[src/rtl/mem_bus_arbiter_if.sv]
// Core-side request/response signals and external bus command signals.
// slave  : the arbiter's view (drives bus command and completions).
// master : the core and bus-slave view (drives requests and bus responses).
interface mem_bus_arbiter_if;
  // fetch port
  logic        if_req;
  logic [31:0] if_addr;
  logic [31:0] if_rdata;
  logic        if_valid;
  // data port
  logic        d_rd_en;
  logic        d_wr_en;
  logic [31:0] d_addr;
  logic [31:0] d_wrdata;
  logic [3:0]  d_byte_en;
  logic [31:0] d_rdata;
  logic        d_valid;
  // status
  logic        bus_err;
  logic        stall;
  // external bus
  logic        bus_rd_en;
  logic        bus_wr_en;
  logic [31:0] bus_addr;
  logic [31:0] bus_data_wr;
  logic [3:0]  bus_byte_en;
  logic [31:0] bus_data_rd;
  logic        bus_ready;

  modport slave (
    input  if_req, if_addr, d_rd_en, d_wr_en, d_addr, d_wrdata, d_byte_en,
           bus_data_rd, bus_ready,
    output if_rdata, if_valid, d_rdata, d_valid, bus_err, stall,
           bus_rd_en, bus_wr_en, bus_addr, bus_data_wr, bus_byte_en
  );

  modport master (
    output if_req, if_addr, d_rd_en, d_wr_en, d_addr, d_wrdata, d_byte_en,
           bus_data_rd, bus_ready,
    input  if_rdata, if_valid, d_rdata, d_valid, bus_err, stall,
           bus_rd_en, bus_wr_en, bus_addr, bus_data_wr, bus_byte_en
  );
endinterface

[src/rtl/mem_bus_arbiter.sv]
// mem_bus_arbiter: shares one memory bus between the fetch and data ports,
// one transaction at a time, data having fixed priority over fetch.
// Optional feature macro: MEM_ARB_TIMEOUT_EN enables the bus wait-cycle
// timeout (TIMEOUT_CYCLES); without it the arbiter waits for bus_ready forever
// and bus_err stays 0.
module mem_bus_arbiter #(
  parameter int unsigned TIMEOUT_CYCLES = 255
) (
  input  logic             clk,
  input  logic             rst,
  mem_bus_arbiter_if.slave mb
);

  typedef enum logic [1:0] {S_IDLE = 2'd0, S_FETCH = 2'd1, S_DATA = 2'd2} state_e;

  state_e      state_q, state_d;
  logic        start_d, start_f, finish;
  logic        d_pend, f_pend, done, tmo_hit;
  logic [31:0] cap_data;

  logic        bus_rd_en_q, bus_wr_en_q;
  logic [31:0] bus_addr_q, bus_data_wr_q;
  logic [3:0]  bus_byte_en_q;
  logic        if_valid_q, d_valid_q, bus_err_q;
  logic [31:0] if_rdata_q, d_rdata_q;

  if (TIMEOUT_CYCLES < 1 || TIMEOUT_CYCLES > 65535) begin : g_bad_timeout
    $error("TIMEOUT_CYCLES must be in 1..65535");
  end

  // Word-aligned fetch ignores the byte offset.
  logic unused_if_lsb;
  assign unused_if_lsb = ^mb.if_addr[1:0];

  // A requester still holding its request during its own valid pulse is the
  // tail of the finished access, not a new one, so it is not re-granted.
  assign d_pend = (mb.d_rd_en | mb.d_wr_en) & ~d_valid_q;
  assign f_pend = mb.if_req & ~if_valid_q;

`ifdef MEM_ARB_TIMEOUT_EN
  localparam logic [15:0] TMO_LAST = 16'(TIMEOUT_CYCLES - 1);
  logic [15:0] tmo_cnt_q;

  // Terminate on the wait cycle that brings the count to TIMEOUT_CYCLES.
  assign tmo_hit = (state_q != S_IDLE) & ~mb.bus_ready & (tmo_cnt_q == TMO_LAST);

  // Wait-cycle counter, cleared at each transaction start.
  always_ff @(posedge clk or negedge rst) begin
    if (!rst)                                   tmo_cnt_q <= '0;
    else if (start_d | start_f)                 tmo_cnt_q <= '0;
    else if (state_q != S_IDLE && !mb.bus_ready) tmo_cnt_q <= tmo_cnt_q + 16'd1;
  end
`else
  assign tmo_hit = 1'b0;
`endif

  assign done     = mb.bus_ready | tmo_hit;
  assign cap_data = mb.bus_ready ? mb.bus_data_rd : 32'h0000_0000;

  // State register.
  always_ff @(posedge clk or negedge rst) begin
    if (!rst) state_q <= S_IDLE;
    else      state_q <= state_d;
  end

  // Next-state: data beats fetch; any active state leaves on completion.
  always_comb begin
    state_d = state_q;
    case (state_q)
      S_IDLE: begin
        if (d_pend)      state_d = S_DATA;
        else if (f_pend) state_d = S_FETCH;
      end
      S_FETCH, S_DATA: if (done) state_d = S_IDLE;
      default:         state_d = S_IDLE;
    endcase
  end

  // FSM outputs: command load and completion strobes.
  always_comb begin
    start_d = (state_q == S_IDLE) & d_pend;
    start_f = (state_q == S_IDLE) & ~d_pend & f_pend;
    finish  = (state_q != S_IDLE) & done;
  end

  // Bus command, completion pulses and read-data holding registers.
  always_ff @(posedge clk or negedge rst) begin
    if (!rst) begin
      bus_rd_en_q   <= 1'b0;
      bus_wr_en_q   <= 1'b0;
      bus_addr_q    <= '0;
      bus_data_wr_q <= '0;
      bus_byte_en_q <= '0;
      if_valid_q    <= 1'b0;
      d_valid_q     <= 1'b0;
      bus_err_q     <= 1'b0;
      if_rdata_q    <= '0;
      d_rdata_q     <= '0;
    end else begin
      if_valid_q <= 1'b0;
      d_valid_q  <= 1'b0;
      bus_err_q  <= 1'b0;
      if (start_d) begin
        // read+write together is a write
        bus_rd_en_q   <= ~mb.d_wr_en;
        bus_wr_en_q   <= mb.d_wr_en;
        bus_addr_q    <= mb.d_addr;
        bus_data_wr_q <= mb.d_wr_en ? mb.d_wrdata : 32'h0000_0000;
        bus_byte_en_q <= mb.d_byte_en;
      end else if (start_f) begin
        bus_rd_en_q   <= 1'b1;
        bus_wr_en_q   <= 1'b0;
        bus_addr_q    <= {mb.if_addr[31:2], 2'b00};
        bus_data_wr_q <= 32'h0000_0000;
        bus_byte_en_q <= 4'b1111;
      end else if (finish) begin
        bus_rd_en_q <= 1'b0;
        bus_wr_en_q <= 1'b0;
        bus_err_q   <= tmo_hit;
        if (state_q == S_FETCH) begin
          if_valid_q <= 1'b1;
          if_rdata_q <= cap_data;
        end else begin
          d_valid_q <= 1'b1;
          // writes leave d_rdata untouched, including on timeout
          if (bus_rd_en_q) d_rdata_q <= cap_data;
        end
      end
    end
  end

  assign mb.bus_rd_en   = bus_rd_en_q;
  assign mb.bus_wr_en   = bus_wr_en_q;
  assign mb.bus_addr    = bus_addr_q;
  assign mb.bus_data_wr = bus_data_wr_q;
  assign mb.bus_byte_en = bus_byte_en_q;
  assign mb.if_valid    = if_valid_q;
  assign mb.d_valid     = d_valid_q;
  assign mb.if_rdata    = if_rdata_q;
  assign mb.d_rdata     = d_rdata_q;
  assign mb.bus_err     = bus_err_q;
  assign mb.stall       = (mb.if_req & ~if_valid_q) |
                          ((mb.d_rd_en | mb.d_wr_en) & ~d_valid_q);

endmodule

[src/flat_wrapper.sv]
// flat-port wrapper written by rule: the top's interface ports become plain ports
module mem_bus_arbiter_flat 
#(
  parameter int unsigned TIMEOUT_CYCLES = 255
)
  (clk, rst, mb_if_req, mb_if_addr, mb_d_rd_en, mb_d_wr_en, mb_d_addr, mb_d_wrdata, mb_d_byte_en, mb_bus_data_rd, mb_bus_ready, mb_if_rdata, mb_if_valid, mb_d_rdata, mb_d_valid, mb_bus_err, mb_stall, mb_bus_rd_en, mb_bus_wr_en, mb_bus_addr, mb_bus_data_wr, mb_bus_byte_en);
  mem_bus_arbiter_if mb_i ();
  input  logic clk;
  input  logic rst;
  input wire logic [$bits(mb_i.if_req)-1:0] mb_if_req;
  input wire logic [$bits(mb_i.if_addr)-1:0] mb_if_addr;
  input wire logic [$bits(mb_i.d_rd_en)-1:0] mb_d_rd_en;
  input wire logic [$bits(mb_i.d_wr_en)-1:0] mb_d_wr_en;
  input wire logic [$bits(mb_i.d_addr)-1:0] mb_d_addr;
  input wire logic [$bits(mb_i.d_wrdata)-1:0] mb_d_wrdata;
  input wire logic [$bits(mb_i.d_byte_en)-1:0] mb_d_byte_en;
  input wire logic [$bits(mb_i.bus_data_rd)-1:0] mb_bus_data_rd;
  input wire logic [$bits(mb_i.bus_ready)-1:0] mb_bus_ready;
  output wire logic [$bits(mb_i.if_rdata)-1:0] mb_if_rdata;
  output wire logic [$bits(mb_i.if_valid)-1:0] mb_if_valid;
  output wire logic [$bits(mb_i.d_rdata)-1:0] mb_d_rdata;
  output wire logic [$bits(mb_i.d_valid)-1:0] mb_d_valid;
  output wire logic [$bits(mb_i.bus_err)-1:0] mb_bus_err;
  output wire logic [$bits(mb_i.stall)-1:0] mb_stall;
  output wire logic [$bits(mb_i.bus_rd_en)-1:0] mb_bus_rd_en;
  output wire logic [$bits(mb_i.bus_wr_en)-1:0] mb_bus_wr_en;
  output wire logic [$bits(mb_i.bus_addr)-1:0] mb_bus_addr;
  output wire logic [$bits(mb_i.bus_data_wr)-1:0] mb_bus_data_wr;
  output wire logic [$bits(mb_i.bus_byte_en)-1:0] mb_bus_byte_en;
  assign mb_i.if_req = mb_if_req;
  assign mb_i.if_addr = mb_if_addr;
  assign mb_i.d_rd_en = mb_d_rd_en;
  assign mb_i.d_wr_en = mb_d_wr_en;
  assign mb_i.d_addr = mb_d_addr;
  assign mb_i.d_wrdata = mb_d_wrdata;
  assign mb_i.d_byte_en = mb_d_byte_en;
  assign mb_i.bus_data_rd = mb_bus_data_rd;
  assign mb_i.bus_ready = mb_bus_ready;
  assign mb_if_rdata = mb_i.if_rdata;
  assign mb_if_valid = mb_i.if_valid;
  assign mb_d_rdata = mb_i.d_rdata;
  assign mb_d_valid = mb_i.d_valid;
  assign mb_bus_err = mb_i.bus_err;
  assign mb_stall = mb_i.stall;
  assign mb_bus_rd_en = mb_i.bus_rd_en;
  assign mb_bus_wr_en = mb_i.bus_wr_en;
  assign mb_bus_addr = mb_i.bus_addr;
  assign mb_bus_data_wr = mb_i.bus_data_wr;
  assign mb_bus_byte_en = mb_i.bus_byte_en;
  mem_bus_arbiter #(.TIMEOUT_CYCLES(TIMEOUT_CYCLES)) u_core (.clk(clk), .rst(rst), .mb(mb_i));
endmodule
[config.mk]
export PLATFORM = sky130hd
export DESIGN_NAME = mem_bus_arbiter_flat
export DESIGN_NICKNAME = d
export VERILOG_FILES = /design/src/rtl/mem_bus_arbiter_if.sv /design/src/rtl/mem_bus_arbiter.sv /design/src/flat_wrapper.sv
export SDC_FILE = /design/constraint.sdc
export NUM_CORES = 1
export LEC_CHECK = 0
export ABC_CLOCK_PERIOD_IN_PS = 1870
export CAP_MARGIN = 40
export CORE_UTILIZATION = 23
export CTS_CLUSTER_DIAMETER = 30
export CTS_CLUSTER_SIZE = 8
export DETAILED_ROUTE_END_ITERATION = 10
export PLACE_DENSITY = 0.61
export SYNTH_ARGS = -nofsm -noshare
export SYNTH_HDL_FRONTEND = slang
export SYNTH_SLANG_ARGS = --single-unit
[constraint.sdc]
create_clock -name clk -period 1.87 [get_ports clk]
set_input_delay 0.2805 -clock clk [delete_from_list [all_inputs] [get_ports clk]]
set_output_delay 0.2805 -clock clk [all_outputs]
set_load 0.01 [all_outputs]
==> Word-level counts from Yosys, hierarchy flattened <==
Cells that the tools add are included.
{ "op_classes": {"n_mux": 25, "bitwise_logic": 15, "n_reduce_logical": 8, "n_eq_ne": 4} }
{ "op_table": {"columns": ["op", "n"], "rows": [
  ["32-bit 2-to-1 mux", 6],
  ["1-bit 2-to-1 mux", 13],
  ["4-bit 2-to-1 mux", 2],
  ["1-bit NOT", 7],
  ["1-bit AND", 6],
  ["2-bit 2-to-1 mux", 3],
  ["5-bit AND reduction", 1],
  ["2-bit case mux with 2 select lines", 1],
  ["4-bit AND reduction", 1],
  ["2-bit nonzero test", 2],
  ["3-bit by 1-bit inequality test with 1-bit output, second input constant", 1],
  ["3-bit nonzero test", 1],
  ["2-bit by 1-bit == test with 1-bit output, second input constant", 1],
  ["2-bit == test, second input constant", 1],
  ["2-bit logical NOT", 1],
  ["2-bit inequality test, second input constant", 1],
  ["1-bit OR", 2],
  ["2-bit AND reduction", 1],
  ["2-bit OR reduction", 1]
]} }
{ "totals": {"reg_bits": 138, "inputBits": 138, "elab_cells": 62} }

==> Longest topological paths before layout <==
{ "logic_depth": {"depth_word": 7, "depth_mapped": 7, "ltp_nobuf": 5} }

==> Worst setup path before layout <==
Ideal clock, no wire load.
{ "synth_timing": {"path_type": "register to register", "start": "register u_core.state_q[1]", "end": "register u_core.if_rdata_q[10] (netlist: u_core.mb.if_rdata[10])", "synth_period_minus_slack_ps": 1553, "path_buffers": 1, "setup_slack_ps": 317, "arrival_ps": 1425, "path_stages_with_launch": 7, "t_required_ps": 1742, "setup_ps": 128, "path_cell_list": "dfrtp_1 inv_1 ha_1 inv_2 nand3_4 buf_4 mux2_1"} }
{ "synth_between": {"elab_chain_len": 5, "word_cells_on_any_way": 10, "classes_between": "1 x eq/ne; 6 x bitwise; 3 x reduce/logical"} }
{ "synth_rtl": {"columns": ["item", "line_no", "source"], "rows": [
  ["from (decl)", "mem_bus_arbiter.sv:16", "state_e state_q, state_d;"],
  ["from (signal assigned)", "mem_bus_arbiter.sv:63", "else state_q <= state_d;"],
  ["2-bit logical NOT", "mem_bus_arbiter.sv:81, mem_bus_arbiter.sv:82", null],
  ["1-bit AND (2 in a row)", "mem_bus_arbiter.sv:82", "start_f = (state_q == S_IDLE) & ~d_pend & f_pend;"],
  ["1-bit NOT (no line)", null, null],
  ["4-bit AND reduction (no line) *", null, null],
  ["to (signal assigned)", "mem_bus_arbiter.sv:122", "if_rdata_q <= cap_data;"],
  ["to (decl)", "mem_bus_arbiter.sv:25", "logic [31:0] if_rdata_q, d_rdata_q;"]
]} }
Every way passes the cells marked *; elsewhere a longest branch is shown, timed or not.
A chain may end at the register's enable or synchronous reset.

==> Worst setup path in the final report <==
{ "layout_timing": {"start": "register u_core.if_valid_q (netlist: u_core.mb.if_valid)", "end": "output mb_if_valid"} }
{ "layout_rtl": {"columns": ["item", "line_no", "source"], "rows": [
  ["from (decl)", "mem_bus_arbiter.sv:24", "logic if_valid_q, d_valid_q, bus_err_q;"],
  ["from (signal assigned)", "mem_bus_arbiter.sv:94", "if_valid_q <= 1'b0;"],
  ["from (signal assigned)", "mem_bus_arbiter.sv:100", "if_valid_q <= 1'b0;"],
  ["from (signal assigned)", "mem_bus_arbiter.sv:121", "if_valid_q <= 1'b1;"],
  ["to (decl)", "flat_wrapper.sv:20", "output wire logic [$bits(mb_i.if_valid)-1:0] mb_if_valid;"]
]} }
No word-level cell between the ends.

==> metrics <==
Internal Pwr Total=0.0102 W; Final Slew Violations=0; total gr overflow=0; Sw Ratio=0.340; P_leak=3.87 nW; I/O pin total=276; Via density=4.29; Final HPWL DP=12000 um; DRT Wirelength=17600 um; Finished Core Util=0.388; DRC Markers=0; RSZ-0062 raised after global routing=no; Clock Power Share=0.220; number of fill cells=2344; crit-path max FO=3; Netlist cell types=36; core box area=0.0242 mm2; initial antenna violation count=1; root buf cell=clkbuf_16; wire per inst=16.7 um; # rows=57; Skew-Pair Late Insertion Delay=0.42 ns; Worst Setup Start Kind=flip-flop; die footprint=0.0252 mm2; setup violators final=0; cell area after synthesis=0.00566 mm2; Synth Register Bits=138; Sw Pwr=0.00526 W; fin crit share=0.966; Antenna Violating Nets Remaining=0; maximum clock path buffer count=2; Die W=159 um; most common cell after layout, fill and taps aside=clkdlybuf4s50_1; CP bufs+invs=2; Initial Util=0.233; Pre-Repair DR Iteration Count=4; Setup crit end kind=primary output; cells along the critical path=buf_4 > clkdlybuf4s50_1; clock-pin transition on the worst setup and hold timing paths=0.07 ns; Layout Nets=851; hold crit path type=in2reg; Fin. Hold Viols=0; Mapped Cells=431; min-delay src=mb_bus_ready; Avg Cell Area, Syn=13.1 um2; vias in the first global route=4673; H-tree depth=4; required time of the worst setup path=1.59 ns; total CTS buffers=17; via count=4491; Post-CTS Setup Bufs=0; critical path arrival=1.53 ns; antenna cells=0; Final GP Congestion=0.761; pwr dens=1640 mW/mm2; Seq pwr share=0.326; Max rail drop VDD=596 uV; all-layer global routing usage=0.141; TNS Setup=0 ns; area grow syn2layout=66.1%; reg2reg start=u_core.state_q[0]; sequential-to-total area share from yosys stat=0.610; Gate power share=0.454; DRT iter0 DRCs=215; CP Launch Point=u_core.mb.if_valid; share of post-route cells with drive strength above 1=0.0925; Syn. warnings=0; Worst path max stage delay=0.58 ns; CTS tree=done; Max Cap Violations=0; Largest delay share family, worst path=buffers and inverters; syn nets=571; most frequent cells in the layout=clkdlybuf4s50_1 (269), dfrtp_1 (138), nand2_1 (67); Worst Skew=0.00828 ns; CP max-delay cell=clkdlybuf4s50_1; Setup Crit Path Kind=reg2out; Die H=159 um; clk sinks=138; status=finished, final reports clean; FMAX=553 MHz; IO buf count=272; maximum number of pins on one net before global-route repair=65; Final min period=1.81 ns; global-route wire length before repair=27700 um
cells in the mapped netlist (all sizes together):
| library cell | n | area (um2) |
|---|---|---|
| a22oi | 1 | 7.51 |
| ha | 2 | 25.0 |
| and2 | 1 | 8.76 |
| nand4bb | 1 | 11.3 |
| o221a | 30 | 338 |
| nand2 | 67 | 251 |
| o21bai | 1 | 18.8 |
| o22ai | 1 | 6.26 |
| and2b | 1 | 10.0 |
| inv | 6 | 22.5 |
| o21ai | 34 | 193 |
| conb | 1 | 3.75 |
| a31o | 1 | 8.76 |
| o2bb2ai | 2 | 17.5 |
| nand2b | 2 | 12.5 |
| nand3 | 1 | 17.5 |
| and3b | 1 | 8.76 |
| nand3b | 30 | 225 |
| dfrtp | 138 | 3450 |
| mux2 | 32 | 360 |
| buf | 29 | 269 |
| or2b | 1 | 7.51 |
| a21oi | 4 | 31.3 |
| o21ba | 1 | 10.0 |
| nor2b | 1 | 6.26 |
| o22a | 4 | 35.0 |
| clkbuf | 5 | 18.8 |
| nor2 | 1 | 3.75 |
| a22o | 32 | 280 |
sequential cells by signal, indices dropped and copies added (netlist names):
signal                 cells
u_core.mb.if_valid         1
u_core.mb.if_rdata        32
u_core.mb.bus_rd_en        1
u_core.mb.d_rdata         32
u_core.mb.bus_data_wr     32
u_core.mb.bus_addr        32
u_core.mb.bus_wr_en        1
u_core.mb.bus_byte_en      4
u_core.mb.d_valid          1
u_core.state_q             2
per-layer routing:
layer / GRT usage / vias to the layer above / wire [um]
met2: 0.224 / 171 / 8350
met1: 0.183 / 2179 / 7730
met3: 0.0462 / 12 / 1340
li1: - / 2127 / -
met4: 0.0380 / 2 / 127
met5: 0 / - / 11
worst reg2reg max path: cells and delay by family, from the launching register on:
family	cells	cell delay [ns]
multiplexers	1	0.34
flip-flops	1	0.37
adder cells (fa/ha/maj)	1	0.18
AND/OR/NAND/NOR	1	0.12
buffers and inverters	4	0.52
power groups by stage:
stage          logic [W]  registers [W]  clock network (W)
4_1_cts          0.00715        0.00507            0.00354
6_report         0.00702        0.00505            0.00340
3_5_place_dp     0.00715        0.00508                  0
3_3_place_gp     0.00711        0.00504                  0
2_1_floorplan    0.00275        0.00565                  0
5_1_grt          0.00755        0.00523            0.00366
area by class of cell:
class	count	area [um2]	share of cell area
sequential	138	3450	0.367
multi-input combinational	253	1910	0.204
clock buffer	17	425	0.0452
inverter	6	22.5	0.00239
timing repair buffer	295	3030	0.322
tap	324	405	0.0431
clock inverter	15	154	0.0164
final timing paths:
| path | to | slack [ns] | depth (start not counted) |
|---|---|---|---|
| max | mb_if_valid | 0.06 | 2 |
| min | u_core.mb.d_valid | 0.28 | 3 |
| max reg2reg | u_core.mb.if_rdata[8] | 0.22 | 7 |
| min reg2reg | u_core.mb.d_rdata[31] | 0.48 | 2 |
| max in group asynchronous | u_core.mb.if_rdata[11] | 0.94 | 3 |
| min in group asynchronous | u_core.mb.bus_addr[8] | 0.33 | 2 |
kinds of logic after synthesis:
family	synth area share
DFF	0.610
AOI/OAI and AO/OA	0.167
and+or+nand+nor	0.0994
buffers and inverters	0.0548
muxes	0.0636
adders and majority gates	0.00442
other	0.000662
what timing repair did:
item,4_1_cts,5_1_grt
hold buffers,1,0
gates resized for setup,1,0
endpoints found under the setup margin,1,0
endpoints found under the hold margin,32,0
metrics by stage:
stage | hold slack [ns] | cell area (um2) | power [W] | std cells | worst slack, ns
after CTS | 0.274 | 9410 | 0.0158 | 1048 | 0.0143
after floorplan | -0.0151 | 5660 | 0.00840 | 431 | 0.317
after detailed placement | 0.217 | 8820 | 0.0122 | 1015 | -0.0250
final | 0.276 | 9410 | 0.0155 | 1048 | 0.0629
after global routing | 0.285 | 9410 | 0.0164 | 1048 | 0.00450
after global placement | 0.215 | 8820 | 0.0121 | 1015 | -0.0213
Power figures use the tool's default switching activity.
